--- src/rtl/multicycle_control.sv ---
// multicycle_control: control FSM for a multicycle MIPS datapath.
// Sequences fetch -> decode -> execute -> memory -> writeback, drives the ALU
// operation code and all datapath enables, and consumes the ALU Zero flag.
// Optional feature macro: IMM_ALU_EN adds the immediate-ALU instructions
// (addi/andi/ori/slti) through the IEXEC/IWB states and the ExtOp output.
module multicycle_control (
    input  logic       clk,
    input  logic       reset,
    input  logic [5:0] Op,
    input  logic [5:0] Funct,
    input  logic       Zero,
    output logic [3:0] ALUctl,
    output logic       ALUSrcA,
    output logic [1:0] ALUSrcB,
    output logic [1:0] PCSource,
    output logic       PCEn,
    output logic       IorD,
    output logic       MemRead,
    output logic       MemWrite,
    output logic       IRWrite,
    output logic       RegDst,
    output logic       MemtoReg,
    output logic       RegWrite,
`ifdef IMM_ALU_EN
    output logic       ExtOp,
`endif
    output logic [3:0] State
);

    typedef enum logic [3:0] {
        S_FETCH  = 4'd0,
        S_DECODE = 4'd1,
        S_MEMADR = 4'd2,
        S_MEMRD  = 4'd3,
        S_MEMWB  = 4'd4,
        S_MEMWR  = 4'd5,
        S_EXEC   = 4'd6,
        S_RWB    = 4'd7,
        S_BRANCH = 4'd8,
        S_JUMP   = 4'd9,
        S_IEXEC  = 4'd10,
        S_IWB    = 4'd11
    } state_t;

    localparam logic [3:0] ALU_AND = 4'd0;
    localparam logic [3:0] ALU_OR  = 4'd1;
    localparam logic [3:0] ALU_ADD = 4'd2;
    localparam logic [3:0] ALU_SUB = 4'd6;
    localparam logic [3:0] ALU_SLT = 4'd7;
    localparam logic [3:0] ALU_NOR = 4'd12;
    localparam logic [3:0] ALU_BAD = 4'd15;

    state_t     r_state;
    state_t     w_next_state;
    logic [3:0] w_funct_ctl;
    logic       w_funct_valid;
    logic       w_pc_write;
    logic       w_pc_write_cond;
    logic       w_mem_read;
    logic       w_mem_write;
    logic       w_ir_write;
    logic       w_reg_write;
`ifdef IMM_ALU_EN
    logic [3:0] w_imm_ctl;
    logic       w_imm_zext;
`endif

    // State register; reset is sampled on the clock edge and always lands in FETCH.
    always_ff @(posedge clk) begin
        // NOTE: sequential state uses non-blocking assignment so every flop
        // samples pre-edge values regardless of block ordering.
        if (reset) begin
            r_state <= S_FETCH;
        end else begin
            r_state <= w_next_state;
        end
    end

    // R-type Funct to ALU code; unknown functions map to the invalid code.
    always_comb begin
        w_funct_ctl   = ALU_BAD;
        w_funct_valid = 1'b1;
        case (Funct)
            6'h20:   w_funct_ctl = ALU_ADD;
            6'h22:   w_funct_ctl = ALU_SUB;
            6'h24:   w_funct_ctl = ALU_AND;
            6'h25:   w_funct_ctl = ALU_OR;
            6'h27:   w_funct_ctl = ALU_NOR;
            6'h2A:   w_funct_ctl = ALU_SLT;
            default: w_funct_valid = 1'b0;
        endcase
    end

`ifdef IMM_ALU_EN
    // Immediate opcode to ALU code and immediate extension mode.
    always_comb begin
        w_imm_ctl  = ALU_ADD;
        w_imm_zext = 1'b0;
        case (Op)
            6'h0C: begin w_imm_ctl = ALU_AND; w_imm_zext = 1'b1; end
            6'h0D: begin w_imm_ctl = ALU_OR;  w_imm_zext = 1'b1; end
            6'h0A: w_imm_ctl = ALU_SLT;
            default: w_imm_ctl = ALU_ADD;
        endcase
    end
`endif

    // Next-state logic; unused state codes recover to FETCH.
    always_comb begin
        w_next_state = S_FETCH;
        case (r_state)
            S_FETCH:  w_next_state = S_DECODE;
            S_DECODE: begin
                case (Op)
                    6'h23, 6'h2B: w_next_state = S_MEMADR;
                    6'h00:        w_next_state = S_EXEC;
                    6'h04:        w_next_state = S_BRANCH;
                    6'h02:        w_next_state = S_JUMP;
`ifdef IMM_ALU_EN
                    6'h08, 6'h0C, 6'h0D, 6'h0A: w_next_state = S_IEXEC;
`endif
                    default:      w_next_state = S_FETCH;
                endcase
            end
            S_MEMADR: w_next_state = (Op == 6'h23) ? S_MEMRD : S_MEMWR;
            S_MEMRD:  w_next_state = S_MEMWB;
            S_EXEC:   w_next_state = S_RWB;
`ifdef IMM_ALU_EN
            S_IEXEC:  w_next_state = S_IWB;
`endif
            default:  w_next_state = S_FETCH;
        endcase
    end

    // Moore output decode from the current state; write strobes are kept raw here.
    always_comb begin
        // NOTE: every output gets a default before the case so no path
        // leaves a signal unassigned and no latch is inferred.
        ALUctl          = 4'd0;
        ALUSrcA         = 1'b0;
        ALUSrcB         = 2'd0;
        PCSource        = 2'd0;
        IorD            = 1'b0;
        RegDst          = 1'b0;
        MemtoReg        = 1'b0;
        w_pc_write      = 1'b0;
        w_pc_write_cond = 1'b0;
        w_mem_read      = 1'b0;
        w_mem_write     = 1'b0;
        w_ir_write      = 1'b0;
        w_reg_write     = 1'b0;
`ifdef IMM_ALU_EN
        ExtOp           = 1'b0;
`endif
        case (r_state)
            S_FETCH: begin
                w_mem_read = 1'b1;
                w_ir_write = 1'b1;
                w_pc_write = 1'b1;
                ALUSrcB    = 2'd1;
                ALUctl     = ALU_ADD;
            end
            S_DECODE: begin
                ALUSrcB = 2'd3;
                ALUctl  = ALU_ADD;
            end
            S_MEMADR: begin
                ALUSrcA = 1'b1;
                ALUSrcB = 2'd2;
                ALUctl  = ALU_ADD;
            end
            S_MEMRD: begin
                w_mem_read = 1'b1;
                IorD       = 1'b1;
            end
            S_MEMWB: begin
                w_reg_write = 1'b1;
                MemtoReg    = 1'b1;
            end
            S_MEMWR: begin
                w_mem_write = 1'b1;
                IorD        = 1'b1;
            end
            S_EXEC: begin
                ALUSrcA = 1'b1;
                ALUctl  = w_funct_ctl;
            end
            S_RWB: begin
                w_reg_write = w_funct_valid;
                RegDst      = 1'b1;
            end
            S_BRANCH: begin
                ALUSrcA         = 1'b1;
                ALUctl          = ALU_SUB;
                w_pc_write_cond = 1'b1;
                PCSource        = 2'd1;
            end
            S_JUMP: begin
                w_pc_write = 1'b1;
                PCSource   = 2'd2;
            end
`ifdef IMM_ALU_EN
            S_IEXEC: begin
                ALUSrcA = 1'b1;
                ALUSrcB = 2'd2;
                ALUctl  = w_imm_ctl;
                ExtOp   = w_imm_zext;
            end
            S_IWB: begin
                w_reg_write = 1'b1;
            end
`endif
            default: begin
                ALUctl = 4'd0;
            end
        endcase
    end

    // Write and strobe outputs are held off for as long as reset is asserted.
    assign PCEn     = ~reset & (w_pc_write | (w_pc_write_cond & Zero));
    assign MemRead  = ~reset & w_mem_read;
    assign MemWrite = ~reset & w_mem_write;
    assign IRWrite  = ~reset & w_ir_write;
    assign RegWrite = ~reset & w_reg_write;
    assign State    = r_state;

endmodule

--- config.mk ---
export PLATFORM = sky130hd
export DESIGN_NAME = multicycle_control
export DESIGN_NICKNAME = d
export VERILOG_FILES = /design/src/rtl/multicycle_control.sv
export SDC_FILE = /design/constraint.sdc
export NUM_CORES = 1
export LEC_CHECK = 0
export CORE_AREA = 4 4 45 47
export CTS_BUF_LIST = sky130_fd_sc_hd__clkbuf_8
export DETAILED_ROUTE_END_ITERATION = 16
export DIE_AREA = 0 0 49 51
export PLACE_DENSITY = 0.76
export SYNTH_ARGS = -nofsm -noshare
export SYNTH_HDL_FRONTEND = slang
export SYNTH_SLANG_ARGS = --single-unit
export TNS_END_PERCENT = 100
--- constraint.sdc ---
create_clock -name clk -period 1.4 [get_ports clk]
set_input_delay 0.42 -clock clk [delete_from_list [all_inputs] [get_ports clk]]
set_output_delay 0.42 -clock clk [all_outputs]
set_load 0.05 [all_outputs]
==> reports/qor_table.md, run 1 <==
| Stage | Result | This run |
| --- | --- | --- |
| yosys | Post-synthesis cell area | 509.2 um^2 |
| yosys | Ys flop type | sky130_fd_sc_hd__dfxtp_1 |
| die | Number of top-level pins | 36 |
| die | Placement Rows | 15 |
| clocking | Clock buffer count from CTS | 3 |
| place | Input/output buffers | 35 |
| status | First error message | [ERROR DPL-0038] Utilization greater than 100%, impossible to legalize |
| yosys | Number of library cell types mapped by synthesis | 31 |
| yosys | Sequential-to-total area share from yosys stat | 0.1572 |
| clocking | Number of levels the H-tree was split into | 1 |
| die | Initial Utilization | 0.3083 |
| yosys | Number of flops mapped to enable cells by yosys | 0 |
| die | Chip Width | 49 um |
| yosys | Avg Synthesized Cell Area | 7.172 um^2 |
| place | Final weighted congestion in routability-driven placement | 0.8171 |
| status | Fail Step | clock tree synthesis |
| status | Result of the run | stopped before the end |
| place | Sum of net half-perimeters after detailed placement | 2531 um |
| yosys | Instance count of the mapped netlist | 71 |
| place | # placed instances | 155 |
| clocking | Max Root-Sink Buffers | 2 |
| place | Cell Area, Placed | 1549 um^2 |
| die | Y dimension of the die | 51 um |
| clocking | Post-cts gate resize count | 91 |
| clocking | Post-CTS setup repair buffer count | 11 |
| yosys | Async S/R FF share, synth | 0 |
| yosys | Mapped Nets | 86 |
| yosys | Number of warnings reported in the yosys synthesis log | 0 |
| yosys | Number of synthesized register bits | 4 |
| clocking | Hold buffers post-CTS | 0 |
| clocking | Buffer type at the clock tree root | sky130_fd_sc_hd__clkbuf_8 |
| clocking | Count of clock tree sinks | 4 |
stage by stage:
| stage | utilization | worst slack [ns] |
|---|---|---|
| after floorplan | - | -0.5913 |
| after global placement | 0.9379 | -0.8626 |
| after detailed placement | 0.9379 | -0.9507 |
logic make-up after synthesis:
family	synth area share
AND/OR/NAND/NOR	0.4202
AO/OA/AOI/OAI	0.2531
buffers and inverters	0.05406
flip-flops	0.1573
XOR/XNOR	0.05161
multiplexers	0.04422
adder cells (fa/ha/maj)	0.01966
synth_stat cells, types with 2 or more instances:
cell type                  instances  share of area
sky130_fd_sc_hd__a21oi_1           4          0.039
sky130_fd_sc_hd__a31oi_1           2          0.025
sky130_fd_sc_hd__buf_2             4          0.039
sky130_fd_sc_hd__dfxtp_1           4           0.16
sky130_fd_sc_hd__inv_1             2          0.015
sky130_fd_sc_hd__mux2_2            2          0.044
sky130_fd_sc_hd__nand2_1           3          0.022
sky130_fd_sc_hd__nand2b_1          5          0.061
sky130_fd_sc_hd__nand3_1           2          0.020
sky130_fd_sc_hd__nor2_1            7          0.052
sky130_fd_sc_hd__nor2_2            2          0.025
sky130_fd_sc_hd__nor2b_1           2          0.025
sky130_fd_sc_hd__nor3_1            7          0.069
sky130_fd_sc_hd__nor4_1            3          0.037
sky130_fd_sc_hd__o21a_1            3          0.044
sky130_fd_sc_hd__o21ai_0           2          0.020
sky130_fd_sc_hd__or2_1             2          0.025
sky130_fd_sc_hd__xnor2_1           2          0.034
==> run 2: changes to the inputs <==
==> config.mk (replaced) <==
export PLATFORM = sky130hd
export DESIGN_NAME = multicycle_control
export DESIGN_NICKNAME = d
export VERILOG_FILES = /design/src/rtl/multicycle_control.sv
export SDC_FILE = /design/constraint.sdc
export NUM_CORES = 1
export LEC_CHECK = 0
export CORE_AREA = 4 4 65 67
export DETAILED_ROUTE_END_ITERATION = 16
export DIE_AREA = 0 0 69 71
export PLACE_DENSITY_LB_ADDON = 0.15
export SYNTH_ARGS = -nofsm -noshare
export SYNTH_HDL_FRONTEND = slang
export SYNTH_SLANG_ARGS = --single-unit
export TNS_END_PERCENT = 100
==> constraint.sdc (replaced) <==
create_clock -name clk -period 1.8 [get_ports clk]
set_input_delay 0.54 -clock clk [delete_from_list [all_inputs] [get_ports clk]]
set_output_delay 0.54 -clock clk [all_outputs]
set_load 0.05 [all_outputs]
==> reports/qor_table.md, run 2 <==
| Stage | Result | This run | Delta |
| --- | --- | --- | --- |
| yosys | Top post-synthesis cells by area | sky130_fd_sc_hd__dfxtp_1 16%, sky130_fd_sc_hd__nor3_1 6.9%, sky130_fd_sc_hd__nand2b_1 6.1% | unchanged |
| clocking | Buffer type at the clock tree root | sky130_fd_sc_hd__clkbuf_8 | unchanged |
| die | Placement Rows | 22 | was 15 |
| clocking | Max Root-Sink Buffers | 2 | unchanged |
| clocking | Hold buffers post-CTS | 0 | unchanged |
| critical path | Path type of the worst setup path | in2out |  |
| clocking | Clock latency on the worst-skew pair | 0.21 ns |  |
| global route | Global-route wire length before repair | 3857 um |  |
| detailed routing | Wirelength, routed | 2347 um |  |
| yosys | Fraction of synthesized area in multiplexers | 0.04423 | unchanged |
| sta | Worst clock skew on the final layout | 0.001708 ns |  |
| yosys | Arithmetic-cell share of the synthesized area counting full adders, half adders and majority gates | 0.01966 | unchanged |
| die | Core Box Area | 3633 um^2 |  |
| yosys | Compound-cell area share of the yosys netlist | 0.2531 | unchanged |
| sta | Post-route clock period utilization | 1.151 |  |
| sta | Post-layout minimum cycle time | 2.072 ns |  |
| finish | Net total in the final layout | 160 |  |
| power | Static leakage power | 0.7279 nW |  |
| yosys | Main combinational cell family by area after synthesis | simple AND/OR/NAND/NOR gates | unchanged |
| detailed routing | Number of nets with antenna violations after detailed routing | 0 |  |
| critical path | Data arrival time of the critical path | 1.53 ns |  |
| die | Initial Utilization | 0.1402 | was 0.3083 |
| yosys | Simple-gate portion of the synthesized area | 0.4201 | unchanged |
| clocking | Clk pin slew, worst setup/hold paths | 0.03 ns |  |
| sta | Setup-failing EPs final | 9 |  |
| die | Y dimension of the die | 71 um | was 51 um |
| clocking | Clock buffer count from CTS | 3 | unchanged |
| finish | Non-Filler Cell Area, Final | 1849 um^2 |  |
| yosys | Largest area contributor in the netlist | sky130_fd_sc_hd__dfxtp_1 | unchanged |
| sta | Worst-case headroom to the max-slew limit | 0.7301 |  |
| finish | Highest-count cells in the layout ignoring fill and taps | 25 x sky130_fd_sc_hd__buf_4, 21 x sky130_fd_sc_hd__buf_12, 15 x sky130_fd_sc_hd__buf_6 |  |
| global route | GRT overflow | 0 |  |
| die | Chip Width | 69 um | was 49 um |
| yosys | Number of synthesized register bits | 4 | unchanged |
| critical path | Maximum fanout along the worst path | 2 |  |
| place | Input/output buffers | 35 | unchanged |
| detailed routing | Routed len/inst | 12.29 um |  |
| detailed routing | Total DRC errors in the routed layout | 0 |  |
| place | Final weighted congestion in routability-driven placement | 0.7748 | was 0.8171 |
| yosys | Post-synth top cells | 7 x sky130_fd_sc_hd__nor2_1, 7 x sky130_fd_sc_hd__nor3_1, 5 x sky130_fd_sc_hd__nand2b_1 | unchanged |
| critical path | Startpoint kind of the worst setup timing path | input pin |  |
| die | Number of top-level pins | 36 | unchanged |
| sta | Smallest setup slack after layout | -0.2721 ns |  |
| yosys | Sequential-to-total area share from yosys stat | 0.1572 | unchanged |
| yosys | Post-Synth XOR/XNOR Area | 0.05160 | unchanged |
| yosys | Number of flops mapped to enable cells by yosys | 0 | unchanged |
| detailed routing | Average via count per standard cell | 4.209 |  |
| yosys | Instance count of the mapped netlist | 71 | unchanged |
| finish | Area Overhead vs Synth | 263.1% |  |
| sta | Final Max Slew Viols | 0 |  |
| yosys | Number of library cell types mapped by synthesis | 31 | unchanged |
| power | Largest voltage drop on the vdd net | 0.3030 mV |  |
| die | Die area | 4899 um^2 |  |
| flow run | Max-cap violations | 0 |  |
| min path | Min-Delay Path Class | reg2reg |  |
| finish | Fill count | 347 |  |
| yosys | Ys flop type | sky130_fd_sc_hd__dfxtp_1 | unchanged |
| clocking | Number of levels the H-tree was split into | 1 | unchanged |
| sta | Accumulated negative setup slack | -0.9487 ns |  |
| clocking | TritonCTS clock tree | yes |  |
| clocking | Count of clock tree sinks | 4 | unchanged |
| yosys | Mapped Nets | 86 | unchanged |
| yosys | Post-synthesis cell area | 509.2 um^2 | unchanged |
| detailed routing | Vias | 804 |  |
| sta | Max Clock Freq | 0.4826 GHz |  |
| sta | RSZ-0062 raised after global routing | yes |  |
| global route | Maximum number of pins on one net before global-route repair | 8 |  |
| status | Result of the run | complete, but fails checks | was stopped before the end |
| detailed routing | Met1 wire length | 877 um |  |
| yosys | Number of warnings reported in the yosys synthesis log | 0 | unchanged |
| critical path | Required time of the critical path | 1.26 ns |  |
| power | Power density relative to cell area | 312.7 nW/um^2 |  |
| critical path | Element type at the critical path end | output pin |  |
| global route | Number of antenna violations at the first check in global routing | 0 |  |
| status | Violations in the final reports | setup timing |  |
| detailed routing | Iteration count of the initial detailed-routing pass | 2 |  |
| place | Cell Area, Placed | 1500 um^2 | was 1549 um^2 |
| yosys | Avg Synthesized Cell Area | 7.172 um^2 | unchanged |
| yosys | Async S/R FF share, synth | 0 | unchanged |
| place | Sum of net half-perimeters after detailed placement | 1765 um | was 2531 um |
| sta | Hold violation total from the final report | 0 |  |
| detailed routing | Top layer reached by signal wires | met3 |  |
| finish | Flip-flop count of the largest register, all copies and words added | 4 |  |
| sta | Transition time of the tightest slew-check pin | 0.4025 ns |  |
| global route | Tot GR Track Use | 0.09335 |  |
| yosys | Area share of the largest cell type after synthesis | 0.1572 | unchanged |
| finish | Share of final-layout standard cells stronger than drive strength 1 | 0.8182 |  |
| finish | Number of inserted diodes | 0 |  |
| finish | Most common library cell in the layout ignoring fill and taps | sky130_fd_sc_hd__buf_4 |  |
| global route | Number of global-route vias before repair | 844 |  |
| detailed routing | Routed length on met3 | 124 um |  |
| detailed routing | Number of violations reported at the end of detailed-routing iteration 0 | 15 |  |
| detailed routing | Wire length on met2 | 1345 um |  |
==> run 2: cell counts after synthesis <==
Identical to the previous run, type by type.
==> run 2: final cells by class <==
type	instances	area, um^2	share of cell area
repair buffers	73	900.9	0.4871
well taps	48	60.06	0.03248
multi-input cells	61	742.0	0.4012
flip-flops and latches	4	95.09	0.05142
inverters	2	10.01	0.005413
clock buffers	3	41.29	0.02233
==> run 2: cells by family after synthesis <==
group                    after synthesis
XOR/XNOR                               3
AO/OA/AOI/OAI                         18
buffers and inverters                  6
AND/OR/NAND/NOR                       37
adder cells (fa/ha/maj)                1
multiplexers                           2
flip-flops                             4
==> run 2: critical path, cell delays in order <==
cell and delay (ns):
sky130_fd_sc_hd__buf_8 0.10, sky130_fd_sc_hd__mux2_4 0.30, sky130_fd_sc_hd__o22ai_4 0.18, sky130_fd_sc_hd__a31oi_4 0.12
sky130_fd_sc_hd__nor2_4 0.15, sky130_fd_sc_hd__buf_12 0.14
==> run 2: path summary, 6_finish.rpt <==
check	startpoint	to	slack [ns]	depth (start not counted)
setup / recovery	Funct[1]	RegWrite	-0.27	6
hold / removal	State[2]	State[3]	0.64	3
setup reg to reg	State[0]	State[2]	0.45	6
hold reg to reg	State[2]	State[3]	0.64	3
==> run 2: metrics by stage <==
| stage | util | cells | hold slack (ns) | setup slack [ns] | total power [mW] |
|---|---|---|---|---|---|
| after floorplan | - | 71 | 0.6064 | -0.3113 | 0.1959 |
| after global placement | 0.4129 | 177 | 0.6039 | -0.7096 | 0.3289 |
| after detailed placement | 0.4129 | 177 | 0.5990 | -0.7222 | 0.3298 |
| after CTS | 0.4652 | 186 | 0.6222 | -0.2437 | 0.5439 |
| after global routing | 0.5090 | 191 | 0.6655 | -0.3143 | 0.6073 |
| final | 0.5090 | 191 | 0.6423 | -0.2721 | 0.5782 |
==> run 2: layer usage <==
layer,vias up,track usage
li1,408,-
met1,374,0.1035
met2,22,0.1748
met3,0,0.02841
met4,0,0.01952
met5,-,0
==> run 2: report_power, final <==
part	switching [mW]	internal [mW]	total [mW]	leakage, nW
sequential	0.00328	0.0873	0.0905	0.0355
combinational	0.143	0.159	0.302	0.671
clock	0.0434	0.142	0.186	0.0216
total	0.189	0.389	0.578	0.728
==> run 2: what timing repair did <==
item	in CTS	in global routing
endpoints found under the setup margin	15	14
gates resized for setup	63	23
pin swaps	14	12
setup buffers	6	5
No activity file was read; power rests on OpenSTA's default activity.
